**config.mk**
```make
export PLATFORM = sky130hd
export DESIGN_NAME = decode_scoreboard
export DESIGN_NICKNAME = d
export VERILOG_FILES = /design/src/rtl/decode_scoreboard.sv
export SDC_FILE = /design/constraint.sdc
export NUM_CORES = 1
export LEC_CHECK = 0
export ABC_AREA = 1
export CAP_MARGIN = 20
export CORE_MARGIN = 3
export CORE_UTILIZATION = 30
export CTS_BUF_LIST = sky130_fd_sc_hd__clkbuf_4 sky130_fd_sc_hd__clkbuf_8
export CTS_CLUSTER_DIAMETER = 200
export DETAILED_ROUTE_END_ITERATION = 16
export PLACE_DENSITY = 0.55
export SLEW_MARGIN = 10
export SYNTH_ARGS = -nofsm -noshare
export SYNTH_HDL_FRONTEND = slang
export SYNTH_SLANG_ARGS = --single-unit
```
**constraint.sdc**
```tcl
create_clock -name clk -period 6.2 [get_ports clk]
set_clock_uncertainty 0.1 [all_clocks]
set_input_delay 0.62 -clock clk [delete_from_list [all_inputs] [get_ports clk]]
set_output_delay 0.62 -clock clk [all_outputs]
set_load 0.02 [all_outputs]
```
**src/rtl/decode_scoreboard.sv**
```systemverilog
// decode_scoreboard: per-register outstanding-write scoreboard for the ID stage.
// Tracks cycles until each architectural register's pending result can be forwarded.
// Raises a stall for RAW hazards (source not yet forwardable) and for WAW hazards
// (older write would land after the new one). Flush squashes the producer issued
// last cycle and kills the ID instruction.
// Ports:
//   clk, rst                     - clock, synchronous active-high reset
//   issue_valid/we/rd/lat        - instruction leaving ID into EX this cycle
//   rs_id/rt_id, rs_used/rt_used - source operands of the instruction in ID
//   flush                        - kill ID instruction and last cycle's issue
//   stall/hold_pc/hold_if/bubble - hazard outputs, all identical
//   busy_mask, pending_count     - which registers have an outstanding write, and how many
module decode_scoreboard #(
  parameter int NUM_REGS  = 32,
  parameter int REG_AW    = 5,
  parameter int LAT_W     = 3,
  parameter int MAX_LAT   = 6,
  parameter int FWD_READY = 1
) (
  input  logic                clk,
  input  logic                rst,
  input  logic                issue_valid,
  input  logic                issue_we,
  input  logic [REG_AW-1:0]   issue_rd,
  input  logic [LAT_W-1:0]    issue_lat,
  input  logic [REG_AW-1:0]   rs_id,
  input  logic [REG_AW-1:0]   rt_id,
  input  logic                rs_used,
  input  logic                rt_used,
  input  logic                flush,
  output logic                stall,
  output logic                hold_pc,
  output logic                hold_if,
  output logic                bubble,
  output logic [NUM_REGS-1:0] busy_mask,
  output logic [REG_AW:0]     pending_count
);

  // Cycles remaining until each register's result is available; entry 0 stays zero.
  logic [LAT_W-1:0]  cnt [NUM_REGS];
  logic              last_valid;
  logic [REG_AW-1:0] last_rd;

  logic [LAT_W-1:0]  rs_cnt, rt_cnt, rd_cnt, eff_lat;
  logic              raw_rs, raw_rt, waw, do_issue;

  // Register 0 and out-of-range indices read as idle.
  always_comb begin
    rs_cnt = '0;
    rt_cnt = '0;
    rd_cnt = '0;
    if (rs_id != '0 && int'(rs_id) < NUM_REGS)       rs_cnt = cnt[rs_id];
    if (rt_id != '0 && int'(rt_id) < NUM_REGS)       rt_cnt = cnt[rt_id];
    if (issue_rd != '0 && int'(issue_rd) < NUM_REGS) rd_cnt = cnt[issue_rd];
  end

  // A zero latency still needs one cycle; long units saturate at MAX_LAT.
  always_comb begin
    eff_lat = issue_lat;
    if (issue_lat == '0)                  eff_lat = LAT_W'(1);
    else if (issue_lat > LAT_W'(MAX_LAT)) eff_lat = LAT_W'(MAX_LAT);
  end

  always_comb begin
    raw_rs   = rs_used && (rs_cnt > LAT_W'(FWD_READY));
    raw_rt   = rt_used && (rt_cnt > LAT_W'(FWD_READY));
    // Older write landing after the new one would leave a stale value behind.
    waw      = issue_we && (rd_cnt > eff_lat);
    stall    = issue_valid && !flush && (raw_rs || raw_rt || waw);
    do_issue = issue_valid && !stall && !flush && issue_we && (issue_rd != '0);
  end

  assign hold_pc = stall;
  assign hold_if = stall;
  assign bubble  = stall;

  always_ff @(posedge clk) begin
    if (rst) begin
      for (int r = 0; r < NUM_REGS; r++) cnt[r] <= '0;
      last_valid <= 1'b0;
      last_rd    <= '0;
    end else begin
      cnt[0] <= '0;
      for (int r = 1; r < NUM_REGS; r++) begin
        // Flush and a new issue never coincide, since issuing requires no flush.
        if (flush && last_valid && last_rd == REG_AW'(r))
          cnt[r] <= '0;
        else if (do_issue && issue_rd == REG_AW'(r))
          cnt[r] <= eff_lat;
        else if (cnt[r] != '0)
          cnt[r] <= cnt[r] - LAT_W'(1);
      end
      last_valid <= do_issue;
      last_rd    <= issue_rd;
    end
  end

  always_comb begin
    busy_mask     = '0;
    pending_count = '0;
    for (int r = 1; r < NUM_REGS; r++) begin
      busy_mask[r]  = (cnt[r] != '0);
      pending_count = pending_count + (REG_AW+1)'(busy_mask[r]);
    end
  end

endmodule

```
==> results of run 1 <==
[worst max-delay path, delay by kind of cell (launching register included)]
family	cells	cell delay (ns)
AOI/OAI and AO/OA	2	0.32
adders and majority gates	8	3.63
DFF	1	0.35
buffers and inverters	6	0.55
and+or+nand+nor	3	0.17
[state kept, by name, summed over array words and instances (netlist names)]
register / flops
cnt: 93
last_rd: 5
last_valid: 1
[final cells by class]
class | count | area, µm²
multi-input cells | 951 | 5880
clock buffers | 9 | 124
fillers | 3352 | 20100
well taps | 435 | 544
repair buffers | 177 | 1510
inverters | 229 | 863
clock inverters | 7 | 83.8
flip-flops and latches | 99 | 2910
[kinds of logic after synthesis]
family,Yosys count
XOR/XNOR,34
AO/OA/AOI/OAI,110
other,1
flip-flops,99
AND/OR/NAND/NOR,711
adder cells (fa/ha/maj),95
buffers and inverters,288
[cell usage in the layout, fill, tap and decap left out, types with 17 or more instances in the layout]
cell / count
nand2_1: 242
nand3_1: 236
inv_1: 204
buf_4: 112
nor2_1: 98
edfxtp_1: 93
ha_1: 69
clkdlybuf4s50_1: 59
nand4_1: 45
o21ai_0: 39
xor2_1: 33
nand3b_1: 31
inv_2: 22
a21oi_1: 21
nor2_2: 20
nor2_4: 18
fa_1: 17
[repair_timing]
item	4_1_cts	5_1_grt
resized for setup	36	37
setup endpoints to repair	6	5
pin swaps	7	12
buffers inserted	5	4
hold buffers	0	0
[routing by layer]
| layer | vias up | routed length [µm] | track usage |
|---|---|---|---|
| met4 | 0 | 1360 | 0.0814 |
| met3 | 80 | 3870 | 0.0592 |
| met5 | - | 0 | 0 |
| li1 | 4708 | - | - |
| met2 | 530 | 17100 | 0.340 |
| met1 | 4753 | 16300 | 0.278 |
[per-stage QoR]
step / instance area [µm²] / util / setup TNS (ns) / instances / setup slack [ns]
final: 11900 / 0.373 / 0 / 1907 / 0.0462
after global routing: 11900 / 0.373 / -0.662 / 1907 / -0.166
after CTS: 11800 / 0.369 / -0.00735 / 1903 / -0.00735
after detailed placement: 11500 / 0.361 / -0.471 / 1882 / -0.177
after global placement: 11500 / 0.361 / -0.499 / 1882 / -0.178
after floorplan: 9860 / - / 0 / 1338 / 0.274
[path summary, 6_finish.rpt]
kind                 endpoint  slack, ns  cells past startpoint
max          pending_count[5]       0.05                     19
max reg2reg        cnt[28][1]       2.17                     15
min                 cnt[5][0]       0.61                      3
min reg2reg         cnt[5][0]       0.61                      3
==> flow_summary.toml, run 1 <==
[clock_network]
cts_sinks = 99
tritoncts = "done"
h-tree-depth = 3
numCtsBuffers = 9
clock_latency_ns = 0.41
cts_root_buf = "clkbuf_8"
cts_buffer_depth = 2
clk_pin_slew_worst_paths_ns = 0.12

[synth]
synth-xor-area-share = 0.0302
avgSynthCellArea_um2 = 7.37
synth_simple_gate_area_frac = 0.349
synthAdderAreaFrac = 0.138
synth_top_family_by_area = "simple AND/OR/NAND/NOR gates"
synth_compound_area_frac = 0.0691
synth_top_cell_area_share = 0.283
ys_top_cells_by_area = "edfxtp_1 (28%), nand3_1 (12%), nand2_1 (9.3%)"
synthArstFlopShare = 0
yosysSeqAreaShare = 0.296
synth_top_cell_by_area = "edfxtp_1"
yosysWarnings = 0
yosysMostFrequentCell = "nand2_1"
netlist_area_um2 = 9860
yosys_most_used_dff = "edfxtp_1"
yosys.cell_types.count = 40
synth_commonest_cells = "nand2_1 (245), nand3_1 (236), inv_1 (220)"
synthMuxAreaShare = 0
postSynthCellCount = 1338
synth-seq-cells = 99
synthesis.nets = 1458
synth-edff-count = 93

[global_route]
grt_pass1_vias = 9636
antenna_found_initial = 0
grt_max_degree = 60
grt-ovfl-total = 0
grt_first_pass_wirelength_mm = 57.4
track_usage = 0.214

[route]
detail-route-antenna-nets = 0
via_per_inst = 5.28
drt_iter0_drc = 1025
vias = 10071
wl_mm = 38.6
drc = 0
drt_first_pass_iters = 7
avgRoutedWirePerCell_um = 20.2

[sta]
fin_crit_ns = 6.15
slew_violations = 0
hold_violations = 0
timing.hold.ws_ns = 0.607
setup_viol = 0
tightest_slew_ns = 1.04
max_clock_freq_mhz = 163
rsz0062_at_grt = "yes"
timing.final.crit_share = 0.993
slew_headroom = 0.305

[worst_setup_path]
worstSetupEndpointType = "output pin"
path_cells = "inv_1 -> ha_1 -> nand2_1 -> inv_1 -> fa_2 -> fa_1 -> fa_1 -> fa_1 -> fa_1 -> fa_1 -> inv_1 -> fa_2 -> inv_2 -> nor2_2 -> a211oi_2 -> buf_4 -> nor2_1 -> o21a_1 -> buf_6"
cpMaxStageDelayCell = "fa_2"
cp-startpoint = "cnt[18][0]"
required_ns = 5.48
cp_slowest_stage_delay_ns = 0.64
critical_path_class = "reg2out"
path_common_cell = "fa_1"
critPathMaxFanout = 2
cp-start-kind = "register"
r2r_start = "cnt[4][2]"
worst_ep_arrival_time_ns = 5.43

[flow_run]
drv_cap = 0

[floorplanning]
die_w_um = 187
fp-row-count = 65
chipHeight_um = 187
ios = 67
initial_utilization = 0.308
dieArea_um2 = 35100
coreArea_um2 = 32000

[place]
dp_hpwl_mm = 28.7
place_congestion = 0.982
numPortBuffers = 65

[worst_hold_path]
hold_class = "reg2reg"
min_from = "cnt[5][0]"

[finish]
fin_nets = 1587
antenna_cells = 0
drive_gt1_frac = 0.148
area_growth_pct = 20.9

[status]
status = "complete, no violations"
Power of run 1 is left out: the tool's default activity adds up to more than one toggle a clock period on the data nets, which glitch-free logic cannot reach.
==> run 2, diff against run 1 <==
Settings changed: PLACE_DENSITY 0.55 to 0.57.
Clock period 6.2 ns to 5.42 ns, I/O delays scaled along.
==> flow_summary.toml, run 2 (synthesized netlist as in run 1, its figures left out) <==
[clock_network]
tritoncts = "done"
cts_root_buf = "clkbuf_8"
h-tree-depth = 3
clock_latency_ns = 0.41
holdBufCountCts = 0
clk_pin_slew_worst_paths_ns = 0.11
cts_sinks = 99
numCtsBuffers = 9
cts_buffer_depth = 2

[global_route]
grt_pass1_vias = 9978
grt_max_degree = 57
track_usage = 0.217
grt-ovfl-total = 0
antenna_found_initial = 0
grt_first_pass_wirelength_mm = 58.4

[finish]
area_growth_pct = 24.8
reg_top3 = "cnt x93, last_rd x5, last_valid x1"
final-instance-count-excl-fill = 1956
finalCoreUtilization = 0.385
layout_commonest_cell = "nand2_1"
drive_gt1_frac = 0.179
stdcell_area_um2 = 12300
layout_common_cells = "nand2_1 (238), nand3_1 (236), inv_1 (203), buf_4 (161), nor2_1 (98)"
largest_register_ffs = 93
fin_nets = 1636
antenna_cells = 0
top_register = "cnt"

[sta]
max_clock_freq_mhz = 167
layout_setup_ws_ns = -0.580
tightest_slew_ns = 0.911
setup_viol = 6
hold_violations = 0
fin_crit_ns = 6.00
slew_violations = 0
timing.final.crit_share = 1.11
slew_headroom = 0.390
tns_ns = -2.96
rsz0062_at_grt = "yes"

[route]
drt_iter0_drc = 1134
avgRoutedWirePerCell_um = 19.8
drc = 0
via_per_inst = 5.29
wl_mm = 38.8
drt_first_pass_iters = 6
detail-route-antenna-nets = 0
vias = 10341

[floorplanning]
coreArea_um2 = 32000
initial_utilization = 0.308
fp-row-count = 65
ios = 67
die_w_um = 187
chipHeight_um = 187
dieArea_um2 = 35100

[worst_hold_path]
hold_class = "reg2reg"

[worst_setup_path]
worstSetupEndpointType = "output pin"
worst_ep_arrival_time_ns = 5.36
cp-start-kind = "register"
critPathMaxFanout = 2
critical_path_class = "reg2out"
required_ns = 4.78

[status]
violations = "setup timing"
status = "complete, but fails checks"

[flow_run]
drv_cap = 0

[place]
placed_cells = 1933
place_congestion = 1.03
place_area_um2 = 12000
numPortBuffers = 65
dp_hpwl_mm = 29.6
-- run 2: timing repair --
action | in CTS | in global routing
endpoints found under the setup margin | 6 | 6
pin swaps | 17 | 3
buffers inserted | 5 | 2
gates resized for setup | 49 | 9
endpoints found under the hold margin | 0 | 0
-- run 2: final timing paths --
kind / from / end / slack (ns) / cells after the start
worst max-delay path: cnt[18][0] / pending_count[3] / -0.58 / 18
worst min-delay path: cnt[5][0] / cnt[5][0] / 0.61 / 3
worst max register to register: cnt[12][2] / cnt[21][0] / 1.62 / 16
worst min register to register: cnt[5][0] / cnt[5][0] / 0.61 / 3
-- run 2: critical path, cell delays in order (launching register included) --
cell and delay (ns):
edfxtp_1 0.34, inv_1 0.05, ha_1 0.20, nand2_2 0.08, inv_1 0.07, fa_2 0.62, fa_1 0.47, fa_1 0.56
fa_1 0.48, fa_1 0.49, fa_1 0.49, inv_1 0.05, fa_2 0.33, inv_2 0.08, nor2_2 0.04, a211oi_2 0.18
buf_4 0.16, xor2_2 0.11, buf_4 0.15
-- run 2: through the flow --
stage	hold WS (ns)	worst slack (ns)
6_report	0.607	-0.580
5_1_grt	0.635	-0.739
4_1_cts	0.606	-0.594
3_5_place_dp	0.589	-0.765
3_3_place_gp	0.580	-0.696
2_1_floorplan	0.547	-0.0746
-- run 2: area by class of cell --
cell class | instances | area [µm²]
clock buffers | 11 | 151
clock inverters | 5 | 51.3
fillers | 3309 | 19700
inverters | 229 | 863
multi-input cells | 951 | 5900
flip-flops and latches | 99 | 2910
well taps | 435 | 544
repair buffers | 226 | 1880
-- run 2: per-layer routing --
layer	part of all wire	routed length, µm	GRT usage
met1	0.41	15900	0.283
met5	0	0	0
met3	0.094	3640	0.0444
met4	0.039	1530	0.0843
met2	0.46	17700	0.352
Power of run 2 is left out for the same reason.
